[config.mk]
export PLATFORM = sky130hd
export DESIGN_NAME = ram_port_arbiter
export DESIGN_NICKNAME = d
export VERILOG_FILES = /design/src/rtl/ram_port_arbiter.sv
export SDC_FILE = /design/constraint.sdc
export NUM_CORES = 1
export LEC_CHECK = 0
export ABC_AREA = 1
export BUFFER_PORTS_ARGS = -buffer_cell sky130_fd_sc_hd__buf_2
export CORE_MARGIN = 2
export CORE_UTILIZATION = 30
export DETAILED_ROUTE_END_ITERATION = 12
export PLACE_DENSITY = 0.56
export RECOVER_POWER = 50
export SLEW_MARGIN = 15
export SYNTH_ARGS = -nofsm -noshare
export SYNTH_HDL_FRONTEND = slang
export SYNTH_SLANG_ARGS = --single-unit
[constraint.sdc]
create_clock -name Clk -period 1.3 [get_ports Clk]
set_input_delay 0.26 -clock Clk [delete_from_list [all_inputs] [get_ports Clk]]
set_output_delay 0.26 -clock Clk [all_outputs]
set_load 0.01 [all_outputs]
[src/rtl/ram_port_arbiter.sv]
// rtl/ram_port_arbiter.sv - two-port round-robin sequencer for the 4-byte register-file RAM
module ram_port_arbiter #(
    parameter int DATA_W = 8,
    parameter int ADDR_W = 2
) (
    input  logic                   Clk,
    input  logic                   Reset,
    input  logic                   a_req,
    input  logic                   a_we,
    input  logic [ADDR_W-1:0]      a_addr,
    input  logic [DATA_W-1:0]      a_wdata,
    output logic                   a_ack,
    output logic [DATA_W-1:0]      a_rdata,
    input  logic                   b_req,
    input  logic                   b_we,
    input  logic [ADDR_W-1:0]      b_addr,
    input  logic [DATA_W-1:0]      b_wdata,
    output logic                   b_ack,
    output logic [DATA_W-1:0]      b_rdata,
    output logic [2**ADDR_W-1:0]   ram_we,
    output logic [DATA_W-1:0]      ram_wdata,
    output logic [ADDR_W-1:0]      ram_sel,
    input  logic [DATA_W-1:0]      ram_rdata,
    output logic                   busy
);
    localparam int DEPTH = 2**ADDR_W;

    localparam logic [1:0] IDLE   = 2'd0;
    localparam logic [1:0] ACCESS = 2'd1;
    localparam logic [1:0] DONE   = 2'd2;

    logic [1:0]        state_q, state_d;
    logic              last_grant_q, last_grant_d;   // 1 = port B
    logic              grant_q, grant_d;
    logic [DEPTH-1:0]  ram_we_q, ram_we_d;
    logic [DATA_W-1:0] ram_wdata_q, ram_wdata_d;
    logic [ADDR_W-1:0] ram_sel_q, ram_sel_d;
    logic              a_ack_q, a_ack_d, b_ack_q, b_ack_d;
    logic [DATA_W-1:0] a_rdata_q, a_rdata_d, b_rdata_q, b_rdata_d;

    logic              sel_b;
    logic              sel_we;
    logic [ADDR_W-1:0] sel_addr;
    logic [DATA_W-1:0] sel_wdata;

    always_comb begin
        state_d      = state_q;
        last_grant_d = last_grant_q;
        grant_d      = grant_q;
        ram_we_d     = ram_we_q;
        ram_wdata_d  = ram_wdata_q;
        ram_sel_d    = ram_sel_q;
        a_ack_d      = 1'b0;
        b_ack_d      = 1'b0;
        a_rdata_d    = a_rdata_q;
        b_rdata_d    = b_rdata_q;
        sel_b        = b_req && (!a_req || !last_grant_q);
        sel_we       = sel_b ? b_we    : a_we;
        sel_addr     = sel_b ? b_addr  : a_addr;
        sel_wdata    = sel_b ? b_wdata : a_wdata;

        case (state_q)
            IDLE: begin
                if (a_req || b_req) begin
                    grant_d            = sel_b;
                    last_grant_d       = sel_b;
                    ram_we_d           = '0;
                    ram_we_d[sel_addr] = sel_we;
                    ram_wdata_d        = sel_wdata;
                    ram_sel_d          = sel_addr;
                    state_d            = ACCESS;
                end
            end
            ACCESS: begin
                // RAM loads on the closing edge, so this captures the pre-write byte
                if (grant_q) begin
                    b_rdata_d = ram_rdata;
                    b_ack_d   = 1'b1;
                end else begin
                    a_rdata_d = ram_rdata;
                    a_ack_d   = 1'b1;
                end
                ram_we_d = '0;
                state_d  = DONE;
            end
            DONE: begin
                state_d = IDLE;
            end
            default: begin
                state_d  = IDLE;
                ram_we_d = '0;
            end
        endcase
    end

    always_ff @(posedge Clk) begin
        if (Reset) begin
            state_q      <= IDLE;
            last_grant_q <= 1'b1;
            grant_q      <= 1'b0;
            ram_we_q     <= '0;
            ram_wdata_q  <= '0;
            ram_sel_q    <= '0;
            a_ack_q      <= 1'b0;
            b_ack_q      <= 1'b0;
            a_rdata_q    <= '0;
            b_rdata_q    <= '0;
        end else begin
            state_q      <= state_d;
            last_grant_q <= last_grant_d;
            grant_q      <= grant_d;
            ram_we_q     <= ram_we_d;
            ram_wdata_q  <= ram_wdata_d;
            ram_sel_q    <= ram_sel_d;
            a_ack_q      <= a_ack_d;
            b_ack_q      <= b_ack_d;
            a_rdata_q    <= a_rdata_d;
            b_rdata_q    <= b_rdata_d;
        end
    end

    assign ram_we    = ram_we_q;
    assign ram_wdata = ram_wdata_q;
    assign ram_sel   = ram_sel_q;
    assign a_ack     = a_ack_q;
    assign b_ack     = b_ack_q;
    assign a_rdata   = a_rdata_q;
    assign b_rdata   = b_rdata_q;
    assign busy      = (state_q != IDLE);
endmodule
== After elaboration in Yosys (flattened, before gate mapping) ==
Index checks and enable logic that the tools add are counted.

* Reduce and logical (&&, ||, !) cells: 13
* Order comparisons: 2
* Mux-type cells: 11
* Equal/unequal tests: 3
* Bitwise logic cells: 4

{| class="wikitable"
|+ Operators by type and width
! kind !! count
|-
| $mux 8 || 1
|-
| $pmux 4 s2 || 1
|-
| $reduce_and 2->1 || 4
|-
| $and 4x4->4 || 1
|-
| $mux 1 || 4
|-
| $mux 2 || 2
|-
| $mux 4 || 1
|-
| $pmux 2 s2 || 1
|-
| $lt 2x3->1 const B || 1
|-
| $not 1->1 || 3
|-
| $demux 1 s2 || 1
|-
| $eq 2x1->1 const B || 1
|-
| $eq 2x2->1 const B || 1
|-
| $ge 2x1->1 const B || 1
|-
| $logic_and 1x1->1 || 2
|-
| $logic_not 1->1 || 2
|-
| $logic_not 2->1 || 1
|-
| $logic_or 1x1->1 || 2
|-
| $ne 2x2->1 const B || 1
|-
| $reduce_bool 2->1 || 1
|-
| $reduce_or 2->1 || 1
|}

* Bits of input ports: 34
* Word-level logic and storage cells: 43
* Flip-flop bits (word level): 36
* Output and inout port bits: 33

== Logic depth before layout (Yosys ltp) ==
* Depth after elaboration: 11
* Gate-level depth with buffers: 8
* Depth with buffers taken out: 7

== Least setup slack after synthesis ==
No wires, ideal clock.

* Path kind: reg-to-reg
* Start point: register last_grant_q
* End point: register ram_we_q[2] (netlist: ram_we[2])
* Setup time: 66 ps
* Stages on the path, launching flop included: 9
* Clock period less this slack: 1,064 ps
* Required time: 1,234 ps
* Buffers on the path: 1
* Arrival time: 998 ps
* Slack: 236 ps
* Cell sequence: dfxtp_1 -> nand2_1 -> nand2_2 -> buf_6 -> nand2_4 -> nand2_2 -> nor2_2 -> nand2_1 -> a21oi_2

* Word-level cells in the longest chain between the ends: 11
* Elaborated cells on any way between the ends: 13
* Classes of those cells: order compare: 2; mux: 6; bitwise: 1; reduce/logical: 4

{| class="wikitable"
|+ Ends and longest elaborated chain
! what !! RTL line !! source
|-
| from (decl) || 33 || <nowiki>logic last_grant_q, last_grant_d;</nowiki>
|-
| from (signal assigned) || 110 || <nowiki>last_grant_q <= last_grant_d;</nowiki>
|-
| $logic_not 1->1 * || 57 || <nowiki>sel_b = b_req && (!a_req || !last_grant_q);</nowiki>
|-
| $logic_or 1x1->1 * || 57 ||
|-
| $logic_and 1x1->1 * || 57 ||
|-
| $mux 2 || 59 || <nowiki>sel_addr = sel_b ? b_addr : a_addr;</nowiki>
|-
| $lt 2x3->1 (implied by the code) or $ge 2x1->1 (tied branches) || 68 || <nowiki>ram_we_d[sel_addr] = sel_we;</nowiki>
|-
| $logic_and 1x1->1 (implied by the code) || 68 ||
|-
| $mux 1 (implied by the code) || 68 ||
|-
| $demux 1 s2 || 68 ||
|-
| $and 4x4->4 (no line) * || -- ||
|-
| $mux 4 * || 64 || <nowiki>if (a_req || b_req) begin</nowiki>
|-
| $pmux 4 s2 * || 62 || <nowiki>case (state_q)</nowiki>
|-
| to (signal assigned) || 112 || <nowiki>ram_we_q <= ram_we_d;</nowiki>
|-
| to (decl) || 35 || <nowiki>logic [DEPTH-1:0] ram_we_q, ram_we_d;</nowiki>
|}

Every way passes the cells marked *; elsewhere a longest branch is shown, timed or not. The select of a mux whose other input is x is not followed.
A chain may end at the register's enable or synchronous reset.

== Worst setup path after layout ==
* Start point: register state_q[1]
* End point: output port busy

* Word-level cells in the longest chain between the ends: 1

{| class="wikitable"
|+ Ends and longest elaborated chain
! what !! RTL line !! source
|-
| from (decl) || 32 || <nowiki>logic [1:0] state_q, state_d;</nowiki>
|-
| from (signal assigned) || 109 || <nowiki>state_q <= state_d;</nowiki>
|-
| $reduce_bool 2->1 || 129 || <nowiki>assign busy = (state_q != IDLE);</nowiki>
|-
| to (decl) || 24 || <nowiki>output logic busy</nowiki>
|}

Every way passes these cells.

==> metrics.txt <==
outcome finished clean; sequential area share after synthesis between 50% and 60%; Final #Nets between 200 and 300; vias in the first global route about 1200; Async SR Flop Fraction 0%; post-CTS setup buffers 0; Total GRT Usage a little over an eighth; first-pass GRT wire length 5490 um; die height roughly 73 um; gpl congestion between 0.7 and 0.8; critical path fanouts, max 3; top cells by area, synth dfxtp_1 (50%), nand2_1 (9.7%), o21ai_0 (8.0%), a21oi_1 (7.0%), inv_1 (6.0%); Slew Viols, Final 0; Net Count, Synth 220; Max Cap Viol 0; Rel. slew slack about four fifths; post-synthesis cell area approximately 1400 sq um; leakage between 0.8 and 0.9 nW; Setup CP Type reg2out; GRT overflow 0; leading area contributor after synthesis dfxtp_1; top-count cell post-synth nand2_1; Pwr per Cell Area roughly 1400 nW/um^2; Post-route DRC 0; Placed Cells a little over 300; worst slew pin tran 0.297 ns; Placed Area 1850 sq um; Skew-Pair Late Insertion Delay 0.28 ns; # resized after CTS 0; pre-CTS WS between 0.08 and 0.09 ns; Clock Tree Buf Depth 2; initial antenna violation count 0; post-route setup slack ~0.08 ns; CP arrival between 0.9 and 1 ns; Avg WL per Cell ~11 um; First-pass DRT Iterations 4; Vias/cell between 4 and 5; Critical Path Sink Type output pin; boundary pin count 67; # rows 25; Pwr Total approximately 0.0027 W; Fill cells between 500 and 600; Mean Syn Cell Area a little under 8 sq um; CTS root buf clkbuf_8; most frequent cells after synthesis nand2_1 (37), dfxtp_1 (36), inv_1 (23), o21ai_0 (23), a21oi_1 (20); die area 5360 sq um; Routed WL roughly 3400 um; utilization after layout a little over two fifths; Yosys warning count 0; TritonCTS clock tree built; # setup viols final 0; Syn Inst Count approximately 190; H-tree depth 2; Sink Count 36; core area between 4000 and 5000 sq um; vias around 1400; Fin Clk Skew slightly below 0.007 ns; Min-Delay Path Class in2reg; ANT nets after route 0; number of buffers added on ports 66; startpoint type of the worst setup path flop; post-synth cell types 21; DR iter-0 viols between 50 and 60; die width approximately 73 um; antenna cells 0; EDFF count, synth 0; synthesis-to-layout area growth 35.0%; number of hold buffers added after cts 0; Tmin final about 1.2 ns; top cell type's share of synthesized area roughly half; Post-synth top flop dfxtp_1; share of layout cells above drive strength 1 between 20% and 30%; largest net degree at the start of global routing 28; post-synthesis register bit count 36; Fin. Hold Viols 0; Peak VDD IR 387 uV; Initial Utilization ~31%; WP data required 1.04 ns; Final HPWL DP about 2500 um; Num CTS Buffers 5; fmax 820 MHz; post-route cell area approximately 1900 sq um; Clk pin slew, worst setup/hold paths roughly 0.070 ns; final cell count without fillers 313; period utilisation layout approximately 94%
[stage by stage]
| step | hold slack [ns] | TNS, ns |
|---|---|---|
| after global routing | 0.226 | -0.00589 |
| after global placement | 0.427 | 0 |
| after floorplan | 0.410 | 0 |
| after detailed placement | 0.432 | 0 |
| final | 0.231 | 0 |
| after CTS | 0.221 | 0 |
[power by group]
part           switching [W]  internal [W]  leakage, nW  total [W]
logic               0.000263      0.000176        0.480   0.000439
clock network       0.000380      0.000677       0.0645    0.00106
registers          0.0000419       0.00119        0.295    0.00123
[final timing paths]
kind | startpoint | end | slack [ns] | depth (start not counted)
worst min register to register | b_rdata[7] | b_rdata[7] | 0.44 | 2
worst min-delay path | a_wdata[3] | ram_wdata[3] | 0.23 | 3
worst max register to register | state_q[1] | ram_we[0] | 0.15 | 7
worst max-delay path | state_q[1] | busy | 0.08 | 3
[logic make-up after synthesis]
logic type             synth area share [%]
AOI/OAI and AO/OA                      20.7
DFF                                    50.2
buffers and inverters                  9.93
and+or+nand+nor                        19.2
[registers in the layout (all words and copies together) (netlist names)]
register / flops
grant_q: 1
ram_wdata: 8
ram_sel: 2
a_ack: 1
a_rdata: 8
ram_we: 4
b_ack: 1
last_grant_q: 1
b_rdata: 8
state_q: 2
[cell usage in the layout, fill, tap and decap left out, drive strengths merged]
cell | netlist | layout
bufinv | 0 | 1
buf | 7 | 42
o21ai | 26 | 26
nor2 | 12 | 12
inv | 25 | 25
dfxtp | 36 | 36
a31oi | 8 | 8
clkbuf | 1 | 38
nand3b | 3 | 3
nor3 | 1 | 1
nand3 | 5 | 5
a21oi | 22 | 22
nand2 | 40 | 40
[layer usage]
| metal | global-route usage (%) | part of all wire, % | vias to the layer above |
|---|---|---|---|
| met1 | 16.4 | 46 | 627 |
| met3 | 4.97 | 8.0 | 0 |
| met2 | 20.9 | 46 | 53 |
| met4 | 4.12 | 0 | 0 |
| li1 | - | - | 748 |
| met5 | 0 | 0 | - |
[final cells by class]
type / count / area [sq um] / share of cell area [%]
Multi-Input combinational cell: 117 / 576 / 29.7
Inverter: 25 / 93.8 / 4.84
Sequential cell: 36 / 721 / 37.2
Tap cell: 54 / 67.6 / 3.48
Clock inverter: 1 / 30.0 / 1.55
Clock buffer: 7 / 96.3 / 4.97
Timing Repair Buffer: 73 / 355 / 18.3
[critical path, cell delays in order, from the launching register on]
cell and delay (ns):
dfxtp_1 0.35, inv_1 0.08, nand2_2 0.10, buf_2 0.14
(Power assumes the default switching activity.)
